File: src/rtl/max7219_driver.sv
// Serial output stage for a MAX7219: replays the init ROM after reset or reinit,
// then shifts accepted 16-bit frames MSB-first on sck/din and latches each with a load rise.
module max7219_driver #(
    parameter int         CLK_DIV    = 1,
    parameter logic [3:0] INTENSITY  = 4'h8,
    parameter logic [2:0] SCAN_LIMIT = 3'd7,
    parameter logic [7:0] DECODE     = 8'h00
) (
    input  logic        clock,
    input  logic        reset,
    input  logic [15:0] frame_data,
    input  logic        frame_valid,
    output logic        frame_ready,
    input  logic        reinit,
    output logic        init_done,
    output logic        max_sck,
    output logic        max_din,
    output logic        max_load
);

    typedef enum logic [2:0] {S_INIT, S_SHIFT, S_LATCH, S_GAP, S_IDLE} state_t;

    localparam int             DIV_W          = $clog2(2 * CLK_DIV + 1);
    localparam logic [DIV_W-1:0] BIT_LAST       = DIV_W'(2 * CLK_DIV - 1);
    localparam logic [DIV_W-1:0] HALF           = DIV_W'(CLK_DIV);
    localparam logic [DIV_W-1:0] HALF_LAST      = DIV_W'(CLK_DIV - 1);
    localparam logic [DIV_W-1:0] GAP_SHORT_LAST = DIV_W'((CLK_DIV >= 2) ? CLK_DIV - 2 : 0);
    localparam logic [2:0]       ROM_LEN        = 3'd5;

    state_t           state, state_n;
    logic [2:0]       rom_idx, rom_idx_n;
    logic [3:0]       bit_cnt, bit_cnt_n;
    logic [DIV_W-1:0] div_cnt, div_cnt_n;
    logic [15:0]      shreg, shreg_n;
    logic             init_done_n;
    logic             sck_n, din_n, load_n;
    logic             init_pending;

    function automatic logic [15:0] rom_frame(input logic [2:0] idx);
        case (idx)
            3'd0:    rom_frame = 16'h0F00;
            3'd1:    rom_frame = {8'h0B, 5'b0, SCAN_LIMIT};
            3'd2:    rom_frame = {8'h09, DECODE};
            3'd3:    rom_frame = {8'h0A, 4'h0, INTENSITY};
            default: rom_frame = 16'h0C01;
        endcase
    endfunction

    // Between init frames the INIT cycle is taken out of GAP, so each frame costs 34*CLK_DIV.
    assign init_pending = !init_done && (rom_idx != ROM_LEN);
    assign frame_ready  = (state == S_IDLE);

    always_ff @(posedge clock or posedge reset) begin
        if (reset) state <= S_INIT;
        else       state <= state_n;
    end

    always_comb begin
        state_n     = state;
        rom_idx_n   = rom_idx;
        bit_cnt_n   = bit_cnt;
        div_cnt_n   = div_cnt;
        shreg_n     = shreg;
        init_done_n = init_done;
        case (state)
            S_INIT: begin
                shreg_n   = rom_frame(rom_idx);
                rom_idx_n = rom_idx + 3'd1;
                bit_cnt_n = '0;
                div_cnt_n = '0;
                state_n   = S_SHIFT;
            end
            S_SHIFT: begin
                if (div_cnt == BIT_LAST) begin
                    div_cnt_n = '0;
                    if (bit_cnt == 4'd15) begin
                        state_n = S_LATCH;
                    end else begin
                        bit_cnt_n = bit_cnt + 4'd1;
                        shreg_n   = {shreg[14:0], 1'b0};
                    end
                end else begin
                    div_cnt_n = div_cnt + DIV_W'(1);
                end
            end
            S_LATCH: begin
                if (div_cnt == HALF_LAST) begin
                    div_cnt_n = '0;
                    state_n   = (init_pending && CLK_DIV == 1) ? S_INIT : S_GAP;
                end else begin
                    div_cnt_n = div_cnt + DIV_W'(1);
                end
            end
            S_GAP: begin
                if (div_cnt == (init_pending ? GAP_SHORT_LAST : HALF_LAST)) begin
                    div_cnt_n = '0;
                    if (init_pending) begin
                        state_n = S_INIT;
                    end else begin
                        state_n     = S_IDLE;
                        init_done_n = 1'b1;
                    end
                end else begin
                    div_cnt_n = div_cnt + DIV_W'(1);
                end
            end
            S_IDLE: begin
                if (reinit) begin
                    state_n     = S_INIT;
                    rom_idx_n   = '0;
                    init_done_n = 1'b0;
                end else if (frame_valid) begin
                    shreg_n   = frame_data;
                    bit_cnt_n = '0;
                    div_cnt_n = '0;
                    state_n   = S_SHIFT;
                end
            end
            default: state_n = S_INIT;
        endcase
    end

    // NOTE: pin values are decoded from the next state and registered, so they line up
    // with the state they belong to while staying glitch-free and input-isolated.
    always_comb begin
        sck_n  = (state_n == S_SHIFT) && (div_cnt_n >= HALF);
        load_n = !((state_n == S_SHIFT) || (state_n == S_LATCH));
        din_n  = (state_n == S_SHIFT) ? shreg_n[15] : max_din;
    end

    always_ff @(posedge clock or posedge reset) begin
        if (reset) begin
            rom_idx   <= '0;
            bit_cnt   <= '0;
            div_cnt   <= '0;
            shreg     <= '0;
            init_done <= 1'b0;
            max_sck   <= 1'b0;
            max_din   <= 1'b0;
            max_load  <= 1'b1;
        end else begin
            rom_idx   <= rom_idx_n;
            bit_cnt   <= bit_cnt_n;
            div_cnt   <= div_cnt_n;
            shreg     <= shreg_n;
            init_done <= init_done_n;
            max_sck   <= sck_n;
            max_din   <= din_n;
            max_load  <= load_n;
        end
    end

endmodule

File: config.mk
export PLATFORM = sky130hd
export DESIGN_NAME = max7219_driver
export DESIGN_NICKNAME = d
export VERILOG_FILES = /design/src/rtl/max7219_driver.sv
export SDC_FILE = /design/constraint.sdc
export NUM_CORES = 1
export LEC_CHECK = 0
export ABC_CLOCK_PERIOD_IN_PS = 3700
export BUFFER_PORTS_ARGS = -buffer_cell sky130_fd_sc_hd__buf_2
export CORE_MARGIN = 5
export CORE_UTILIZATION = 40
export CTS_CLUSTER_SIZE = 30
export DETAILED_ROUTE_END_ITERATION = 8
export GPL_TIMING_DRIVEN = 0
export RECOVER_POWER = 50
export SLEW_MARGIN = 20
export SYNTH_ARGS = -nofsm -noshare
export SYNTH_HDL_FRONTEND = slang
export SYNTH_SLANG_ARGS = --single-unit
File: constraint.sdc
create_clock -name clock -period 3.7 [get_ports clock]
set_input_delay 0.37 -clock clock [delete_from_list [all_inputs] [get_ports clock]]
set_output_delay 0.37 -clock clock [all_outputs]
set_load 0.05 [all_outputs]
==> results.yml <==
yosys:
  synth_top_family_by_area: "compound AO/OA/AOI/OAI gates"
  synth_xor_area_frac: 0.00493
  syn_inst: 174
  yosys.area_share.adder: 0.0634
  ys_types: 43
  syn_area_per_cell_um2: 10.2
  syn_nets: 203
  yosysWarningCount: 0
  synth_simple_gate_area_frac: 0.191
  synth_seq_cells: 32
  netlist_area_mm2: 0.00178
  synth-main-ff-cell: "dfrtp_1"
  async_flop_share: 1.00
  synth_compound_area_frac: 0.211
  seq_area_frac_synth: 0.452
  synth_edf_count: 0
  synth_mux_area_frac: 0.0127
critical_path:
  worstPathRequired_ns: 3.33
  end_kind: "output pin"
  cp_max_fo: 9
  ff2ff_path_depth: 8
  crit_arrival_ns: 1.89
  path_class: "reg -> out"
  cp-start-kind: "flip-flop"
clock_tree:
  path_clk_slew_ns: 0.07
  cts_max_path_buffers: 2
  cts_made_buffers: 5
  cts_resized: 0
  clock_latency_ns: 0.28
  cts_setup_buffers: 0
  hold_buffers: 0
  cts_root_buffer: "clkbuf_8"
  cts_tree: "built"
  cts_sinks: 32
  htreeDepth: 2
finish:
  layout_commonest_cell: "dfrtp_1"
  nNetsFinal: 234
  final_cell_mix: "dfrtp_1, buf_2, nand2_1"
  num-fill-cells: 431
  seq_area_um2: 802
  drive_above_1_share: 0.218
  area_growth_pct: 17.4
  num_antenna_cells: 0
  multi_input_area_um2: 858
timing:
  whs_ns: 0.323
  period_needed_ns: 2.26
  setup_violations: 0
  period_share: 0.612
  tightest_slew_ns: 1.20
  rsz0062_at_grt: "false"
  relSlewSlack: 0.198
  maxSlewViolCount: 0
  fmax_mhz: 442
  tns_ns: 0
  hold_violations: 0
  skew_ns: 0.00674
power:
  p_per_area_mw_per_mm2: 679
  power_leakage_uw: 0.00110
  p_switching_uw: 477
  internal_power_uw: 939
  p_total_uw: 1420
  pwr-share-comb: 0.351
  ir_worst_vdd_uv: 286
  swShare: 0.337
  power_frac_seq: 0.391
  clockPowerShare: 0.258
detailed_routing:
  drt-vias-per-instance: 5.59
  ant_nets: 0
  detail_route.wl_per_cell_um: 15.2
  drc: 0
  via_count: 1443
  wirelength_um: 3910
  drt_iter0_drc: 84
  drt_pass1_iterations: 4
placed_design:
  hpwl_um: 2890
  io_buffers: 24
  gp_congestion: 0.805
floorplan:
  ioPinCount: 25
  die_y_um: 76.6
  die-area_mm2: 0.00587
  die_x_um: 76.6
  core_area_mm2: 0.00432
  rows: 24
  start_util: 0.411
global_route:
  grt_pass1_vias: 1555
  grt_max_degree: 33
  grt_pass1_wl_um: 7090
  grt_use_met3: 0.0520
  top_usage_layer: "met2"
  grtUsageTotal: 0.147
  use_met1: 0.184
  antenna_found_initial: 0
  gr-usage-met2: 0.237
  overflow: 0
outcome:
  status: "complete, no violations"
job:
  maxCapViolations: 0
worst_hold_path:
  hold_path_depth: 2
  worst_hold_path_type: "in -> reg"
## registers in the layout, indices dropped and copies added, names as in the netlist
register and count:
max_din 1, shreg 16, state 3, div_cnt 2, init_done 1, max_load 1
rom_idx 3, max_sck 1, bit_cnt 4
## cell type report
cell class	count	area share
buffer	12	0.0372
sequential	32	0.385
multi-input combinational	120	0.412
clock inverter	1	0.0144
inverter	10	0.0180
timing repair buffer	24	0.0564
clock buffer	7	0.0462
tap	52	0.0312
## kinds of logic (layout without fill, tap and decap cells)
family,Yosys count,after routing
AND/OR/NAND/NOR,62,62
AO/OA/AOI/OAI,46,46
flip-flops,32,32
buffers and inverters,22,54
adder cells (fa/ha/maj),9,9
multiplexers,2,2
XOR/XNOR,1,1
## power by group through the flow
stage               Combinational, uW  Sequential (uW)  Clock (uW)
floorplan                         380              558           0
global placement                  485              551           0
detailed placement                504              558           0
CTS                               503              553         378
global route                      570              572         394
finish                            497              553         366
## Yosys cell counts (2+ instances only)
cell	instances	share of area
a221o_1	7	0.039
nor3b_1	2	0.0085
nor3_1	2	0.0056
a22o_1	10	0.049
mux2_2	2	0.013
ha_1	9	0.063
a32oi_1	2	0.0099
o21ai_0	5	0.014
inv_1	10	0.021
and2_4	2	0.0099
or3_1	2	0.0070
dfrtp_1	31	0.44
and4_1	2	0.0099
buf_6	4	0.025
nand4_1	3	0.011
a21o_1	8	0.034
nor4_1	2	0.0070
nor2_1	9	0.019
nand3_1	12	0.034
nand2_1	15	0.032
buf_2	2	0.0056
and3_1	3	0.011
a21oi_1	5	0.014
clkbuf_1	6	0.013
## worst max-delay path, stage by stage, from the launching register on
cell     delay [ns]
dfrtp_1        0.32
buf_2          0.20
nor3b_1        0.69
buf_2          0.39
## layer usage
layer  routed length (um)  vias up
met4                   43        0
met5                    0        -
met1                 1850      703
met2                 1790       33
li1                     -      702
met3                  222        5
## worst paths after layout
path | start | endpoint | slack (ns)
hold / removal | frame_data[0] | shreg[0] | 0.32
setup reg to reg | state[1] | shreg[9] | 1.55
max in group asynchronous | reset | max_sck | 2.58
hold reg to reg | shreg[13] | shreg[13] | 0.48
min in group asynchronous | reset | max_din | 0.40
setup / recovery | state[2] | frame_ready | 1.44
## metrics by stage
step,cells,setup slack (ns),cell area [um^2],utilization
after floorplan,174,0.930,1780,-
after global placement,250,1.56,1960,0.453
after detailed placement,250,1.53,1960,0.453
after CTS,258,1.41,2090,0.483
after global routing,258,1.22,2080,0.482
final,258,1.44,2080,0.482
Power figures use the tool's default switching activity.
